## config.mk

```make
export PLATFORM = sky130hd
export DESIGN_NAME = x_therm_dwa_flat
export DESIGN_NICKNAME = d
export VERILOG_FILES = /design/src/rtl/x_therm_pkg.sv /design/src/rtl/x_therm_dwa_if.sv /design/src/rtl/x_therm_rot.sv /design/src/rtl/x_therm_dwa.sv /design/src/flat_wrapper.sv
export SDC_FILE = /design/constraint.sdc
export NUM_CORES = 1
export LEC_CHECK = 0
export ABC_AREA = 1
export CAP_MARGIN = 20
export CORE_AREA = 10 10 146 148
export CTS_CLUSTER_SIZE = 20
export DETAILED_ROUTE_END_ITERATION = 16
export DIE_AREA = 0 0 156 158
export PLACE_DENSITY = 0.75
export SLEW_MARGIN = 20
export SYNTH_ARGS = -nofsm -noshare
export SYNTH_HDL_FRONTEND = slang
export SYNTH_SLANG_ARGS = --single-unit
```

## constraint.sdc

```tcl
create_clock -name i_clk -period 5.76 [get_ports i_clk]
set_clock_uncertainty 0.2 [all_clocks]
set_input_delay 0.864 -clock i_clk [delete_from_list [all_inputs] [get_ports i_clk]]
set_output_delay 0.864 -clock i_clk [all_outputs]
set_load 0.05 [all_outputs]
```

## src/rtl/x_therm_pkg.sv

```systemverilog
// rtl/x_therm_pkg.sv - shared types and edge-creep index mapping for the unary element driver
package x_therm_pkg;

    typedef enum logic {MODE_STATIC, MODE_DWA} mode_e;

    // Even thermometer bits fill from element 0 upward, odd bits from element n-1 downward.
    function automatic int unsigned creep_idx(input int unsigned i, input int unsigned n);
        return (i % 2 == 0) ? (i / 2) : (n - 1 - i / 2);
    endfunction

endpackage

```

## src/rtl/x_therm_dwa_if.sv

```systemverilog
// rtl/x_therm_dwa_if.sv - sample/enable bus between modulator and unary element driver
interface x_therm_dwa_if
    import x_therm_pkg::*;
#(
    parameter int N = 64
);
    localparam int PW = $clog2(N);
    localparam int BW = PW + 1;

    logic          i_vld;
    logic [BW-1:0] i_bin;
    mode_e         i_mode;
    logic          i_ptr_clr;
    logic          o_vld;
    logic [N-1:0]  o_therm;
    logic          o_sat;
    logic [PW-1:0] o_ptr;

    modport master (
        output i_vld, i_bin, i_mode, i_ptr_clr,
        input  o_vld, o_therm, o_sat, o_ptr
    );

    modport slave (
        input  i_vld, i_bin, i_mode, i_ptr_clr,
        output o_vld, o_therm, o_sat, o_ptr
    );

endinterface

```

## src/rtl/x_therm_rot.sv

```systemverilog
// rtl/x_therm_rot.sv - k-element thermometer circularly rotated to start at element p
module x_therm_rot #(
    parameter int N = 64,
    localparam int PW = $clog2(N),
    localparam int BW = PW + 1
) (
    input  logic [BW-1:0] k,
    input  logic [PW-1:0] p,
    output logic [N-1:0]  en
);

    logic [N-1:0]   therm;
    logic [2*N-1:0] wide;

    always_comb begin
        therm = '0;
        for (int i = 0; i < N; i++) begin
            therm[i] = (k > BW'(i));
        end
        // Bits shifted past the top of the array fold back onto the bottom.
        wide = {{N{1'b0}}, therm} << p;
        en   = wide[N-1:0] | wide[2*N-1:N];
    end

endmodule

```

## src/rtl/x_therm_dwa.sv

```systemverilog
// rtl/x_therm_dwa.sv - two-stage binary to unary element driver with edge-creep and DWA ordering
module x_therm_dwa
    import x_therm_pkg::*;
#(
    parameter int N = 64
) (
    input  logic         i_clk,
    input  logic         i_nrst,
    x_therm_dwa_if.slave bus
);

    localparam int PW = $clog2(N);
    localparam int BW = PW + 1;

    logic          s1_vld;
    logic [BW-1:0] s1_k;
    logic          s1_sat;
    mode_e         s1_mode;
    logic [PW-1:0] s1_p;
    logic [PW-1:0] ptr;

    logic          in_sat;
    logic [BW-1:0] in_k;
    logic [PW-1:0] p_snap;
    logic [BW-1:0] ptr_sum;
    logic [BW-1:0] ptr_wrap;
    logic [N-1:0]  stat_en;
    logic [N-1:0]  dwa_en;

    always_comb begin
        in_sat   = bus.i_bin > BW'(N);
        in_k     = in_sat ? BW'(N) : bus.i_bin;
        // A clear on the same cycle as a sample makes that sample start from element 0.
        p_snap   = bus.i_ptr_clr ? '0 : ptr;
        ptr_sum  = BW'(p_snap) + in_k;
        ptr_wrap = (ptr_sum >= BW'(N)) ? (ptr_sum - BW'(N)) : ptr_sum;
    end

    for (genvar i = 0; i < N; i++) begin : g_creep
        assign stat_en[creep_idx(i, N)] = (s1_k > BW'(i));
    end

    x_therm_rot #(.N(N)) u_rot (
        .k  (s1_k),
        .p  (s1_p),
        .en (dwa_en)
    );

    always_ff @(posedge i_clk or negedge i_nrst) begin
        if (!i_nrst) begin
            s1_vld      <= 1'b0;
            s1_k        <= '0;
            s1_sat      <= 1'b0;
            s1_mode     <= MODE_STATIC;
            s1_p        <= '0;
            ptr         <= '0;
            bus.o_vld   <= 1'b0;
            bus.o_therm <= '0;
            bus.o_sat   <= 1'b0;
        end else begin
            s1_vld <= bus.i_vld;
            if (bus.i_vld) begin
                s1_k    <= in_k;
                s1_sat  <= in_sat;
                s1_mode <= bus.i_mode;
                s1_p    <= p_snap;
                ptr     <= (bus.i_mode == MODE_DWA) ? PW'(ptr_wrap) : p_snap;
            end else if (bus.i_ptr_clr) begin
                ptr <= '0;
            end

            // Without a new sample the DAC level is held.
            bus.o_vld <= s1_vld;
            if (s1_vld) begin
                bus.o_therm <= (s1_mode == MODE_DWA) ? dwa_en : stat_en;
                bus.o_sat   <= s1_sat;
            end
        end
    end

    assign bus.o_ptr = ptr;

endmodule

```

## src/flat_wrapper.sv

```systemverilog
// flat-port wrapper written by rule: the top's interface ports become plain ports
module x_therm_dwa_flat import x_therm_pkg::*;
#(
    parameter int N = 64
)
  (i_clk, i_nrst, bus_i_vld, bus_i_bin, bus_i_mode, bus_i_ptr_clr, bus_o_vld, bus_o_therm, bus_o_sat, bus_o_ptr);
  x_therm_dwa_if #(.N(N)) bus_i ();
  input  logic i_clk;
  input  logic i_nrst;
  input wire logic [$bits(bus_i.i_vld)-1:0] bus_i_vld;
  input wire logic [$bits(bus_i.i_bin)-1:0] bus_i_bin;
  input wire logic [$bits(bus_i.i_mode)-1:0] bus_i_mode;
  input wire logic [$bits(bus_i.i_ptr_clr)-1:0] bus_i_ptr_clr;
  output wire logic [$bits(bus_i.o_vld)-1:0] bus_o_vld;
  output wire logic [$bits(bus_i.o_therm)-1:0] bus_o_therm;
  output wire logic [$bits(bus_i.o_sat)-1:0] bus_o_sat;
  output wire logic [$bits(bus_i.o_ptr)-1:0] bus_o_ptr;
  assign bus_i.i_vld = bus_i_vld;
  assign bus_i.i_bin = bus_i_bin;
  assign bus_i.i_mode = bus_i_mode;
  assign bus_i.i_ptr_clr = bus_i_ptr_clr;
  assign bus_o_vld = bus_i.o_vld;
  assign bus_o_therm = bus_i.o_therm;
  assign bus_o_sat = bus_i.o_sat;
  assign bus_o_ptr = bus_i.o_ptr;
  x_therm_dwa #(.N(N)) u_core (.i_clk(i_clk), .i_nrst(i_nrst), .bus(bus_i));
endmodule
```

==> flow_summary.ini <==
[critical_path]
required_ns = 5.85
worst_setup_path_end_kind = flip-flop
slowest_delay_ns = 0.71
cp_num_cells = 12
r2r_setup_slack_ns = 2.27
worstReg2RegStart = u_core.s1_k[4]
critical_path_arrival_ns = 3.58
rr_endpoint = u_core.bus.o_therm[33]
crit_path_start_kind = flip-flop
reg2regPathDepth = 12
crit_path_top_delay_cell = dfrtp_1
crit_family = simple AND/OR/NAND/NOR gates
crit_chain = inv_1, o21ai_1, nand2_1, nand2_1, nand2_1, nand2_1, nand2_1, nand3_1, nand3_1, nand3_1, nand3_1, a21oi_1
crit_buf_inv = 1
cpMostUsedCell = nand2_1
worstSetupPathType = flip-flop to flip-flop
path_max_fanout = 12

[synthesis]
yosys-top-cells-area = nand3_1 (33%), dfrtp_1 (22%), nand2_1 (17%), nor2_1 (5.5%), a21oi_1 (5.1%)
netlist_instances = 1764
synth_xor_area_share_pct = 0.264
synth.area.mux_share_pct = 0
synth_top_area_share_pct = 33.4
synth-adder-area-share_pct = 0.831
synth_top_family_by_area = simple AND/OR/NAND/NOR gates
synth_simple_gate_area_share_pct = 58.4
syn_area_sq_mm = 0.00994
yosysSeqAreaShare_pct = 22.1
synth-compound-area-share_pct = 8.71
synth_cell_types = 37
ys_warn_count = 0
synth_top_area_cell = nand3_1
syn_avg_cell_area_sq_um = 5.64
ys_seq_elements = 88
syn_nets = 1782

[clocking]
cts_tree = built
clock-root-buffer = clkbuf_16
insertion_delay_ns = 0.37
postCtsSetupRepairBufs = 0
path_clk_slew_ns = 0.07
cts-htree-levels = 3
postCtsHoldBufs = 0
numCtsBuffers = 9
numClockSinks = 88
cts_resized = 0
clockBufferDepth = 2

[global_routing]
grt-ovfl-total = 0
grt_antenna_before_repair = 0
grt_usage_pct = 38.7
first_global_vias = 12088
grt_pass1_wl_um = 73300
grt_max_degree = 80

[die]
die_h_um = 158
io_pins = 84
core_sq_mm = 0.0185
die-area_sq_mm = 0.0246
rows = 50
die_w_um = 156
initial_utilization_pct = 53.9

[routing]
wl_per_cell_um = 24.7
vias = 13521
vias_per_cell = 6.83
drc_errors = 0
dr.pass1.iters = 8
drt_iter0_drc = 2752
ant_nets = 0
routed_wl_um = 48900

[final_layout]
final_common_cell = nand3_1
drive_gt1_share_pct = 4.46
fin_nets = 1761
finalInstanceArea_sq_mm = 0.0109
diodes = 0
final_cell_mix = nand3_1 (664), nand2_1 (441), nor2_1 (145), a21oi_1 (102), clkdlybuf4s50_1 (82)
syn2layout_area_growth_pct = 9.41

[sta]
grt_setup_unrepaired = false
worst_pin_slew_ns = 1.21
max_clock_freq_ghz = 0.286
slew_headroom_pct = 19.1
setup_viol = 0
hold_viol_final = 0
period_share_pct = 60.6
finalMaxSlewViolations = 0
worst_slack_ns = 2.27
period_minus_slack_ns = 3.49
tns_ns = 0

[power_and_ir_drop]
max-vdd-ir-drop_v = 0.000156
p_leak_uw = 0.00505
powerDensity_mw_per_mm2 = 292

[placed_design]
io_buffers = 83
dp_hpwl_um = 35100
dpl_worst_slack_ns = 2.19
placement.cell_area_sq_mm = 0.0106
gp_congestion = 1.13

[flow_run]
maxCapViolations = 0

[outcome]
status = complete, no violations

[hold_path]
hold_class = input pin to async pin
==> cells by family (layout without fill, tap and decap cells) <==
family	Yosys count	in the layout
and+or+nand+nor	1287	1287
buffers and inverters	219	202
AOI/OAI and AO/OA	161	161
DFF	88	88
adders and majority gates	6	6
xor gates and xnor gates	3	3
==> metrics by stage <==
stage | total power (uW) | utilization, % | hold slack [ns] | instances
finish | 3170 | 58.9 | 0.285 | 1981
global route | 3290 | 58.9 | 0.316 | 1981
CTS | 3100 | 58.9 | 0.290 | 1981
detailed placement | 2470 | 57.3 | 0.268 | 1966
global placement | 2460 | 57.3 | 0.262 | 1966
floorplan | 1920 | - | 0.172 | 1764
==> cells in the mapped netlist, drive strengths merged <==
library cell / n
a21oi: 103
a31oi: 9
buf: 93
clkbuf: 42
clkinv: 4
dfrtp: 88
fa: 1
ha: 5
inv: 80
nand2: 449
nand3: 664
nand3b: 6
nand4: 13
nor2: 152
nor3: 2
nor4: 1
o211ai: 1
o21a: 2
o21ai: 42
o22ai: 3
o31ai: 1
xnor2: 1
xor2: 2
==> worst register-to-register path: cells and delay by family, from the launching register on <==
kind	cells	cell delay [ns]
AO/OA/AOI/OAI	2	0.88
buffers and inverters	1	0.39
flip-flops	1	0.71
AND/OR/NAND/NOR	9	1.23
==> layer usage <==
metal | up-vias | wire length [um] | global-route usage, %
met1 | 6050 | 17600 | 49.0
met2 | 1246 | 19800 | 56.1
li1 | 5958 | - | -
met4 | 2 | 3540 | 22.4
met3 | 265 | 7970 | 13.3
met5 | - | 24 | 0
==> state kept, by name (all words and copies together), names as in the netlist <==
name / flops
u_core.s1_vld: 1
u_core.bus.o_therm: 64
u_core.bus.o_ptr: 6
u_core.s1_mode: 1
u_core.s1_sat: 1
u_core.bus.o_vld: 1
u_core.bus.o_sat: 1
u_core.s1_p: 6
u_core.s1_k: 7
==> power by group <==
part | internal (uW) | switching (uW)
sequential | 713 | 108
combinational | 475 | 1230
clock | 349 | 295
total | 1540 | 1640
==> cell type report <==
type / count / area [sq um]
inverters: 84 / 318
repair buffers: 103 / 978
fillers: 1840 / 7580
clock inverters: 4 / 53.8
well taps: 234 / 293
flip-flops and latches: 88 / 2210
multi-input cells: 1457 / 6780
clock buffers: 11 / 243
==> worst max path at each step <==
stage / startpoint / endpoint / slack (ns)
detailed placement: bus_i_bin[0] / u_core.bus.o_ptr[5] / 2.19
CTS: u_core.s1_k[6] / u_core.bus.o_therm[22] / 2.46
floorplan: bus_i_bin[0] / u_core.bus.o_ptr[5] / 2.93
finish: u_core.s1_k[4] / u_core.bus.o_therm[33] / 2.27
global placement: bus_i_ptr_clr / u_core.bus.o_ptr[5] / 2.33
global route: u_core.s1_k[6] / u_core.bus.o_therm[21] / 2.15
Note: power is estimated with default switching activity, not from simulation.
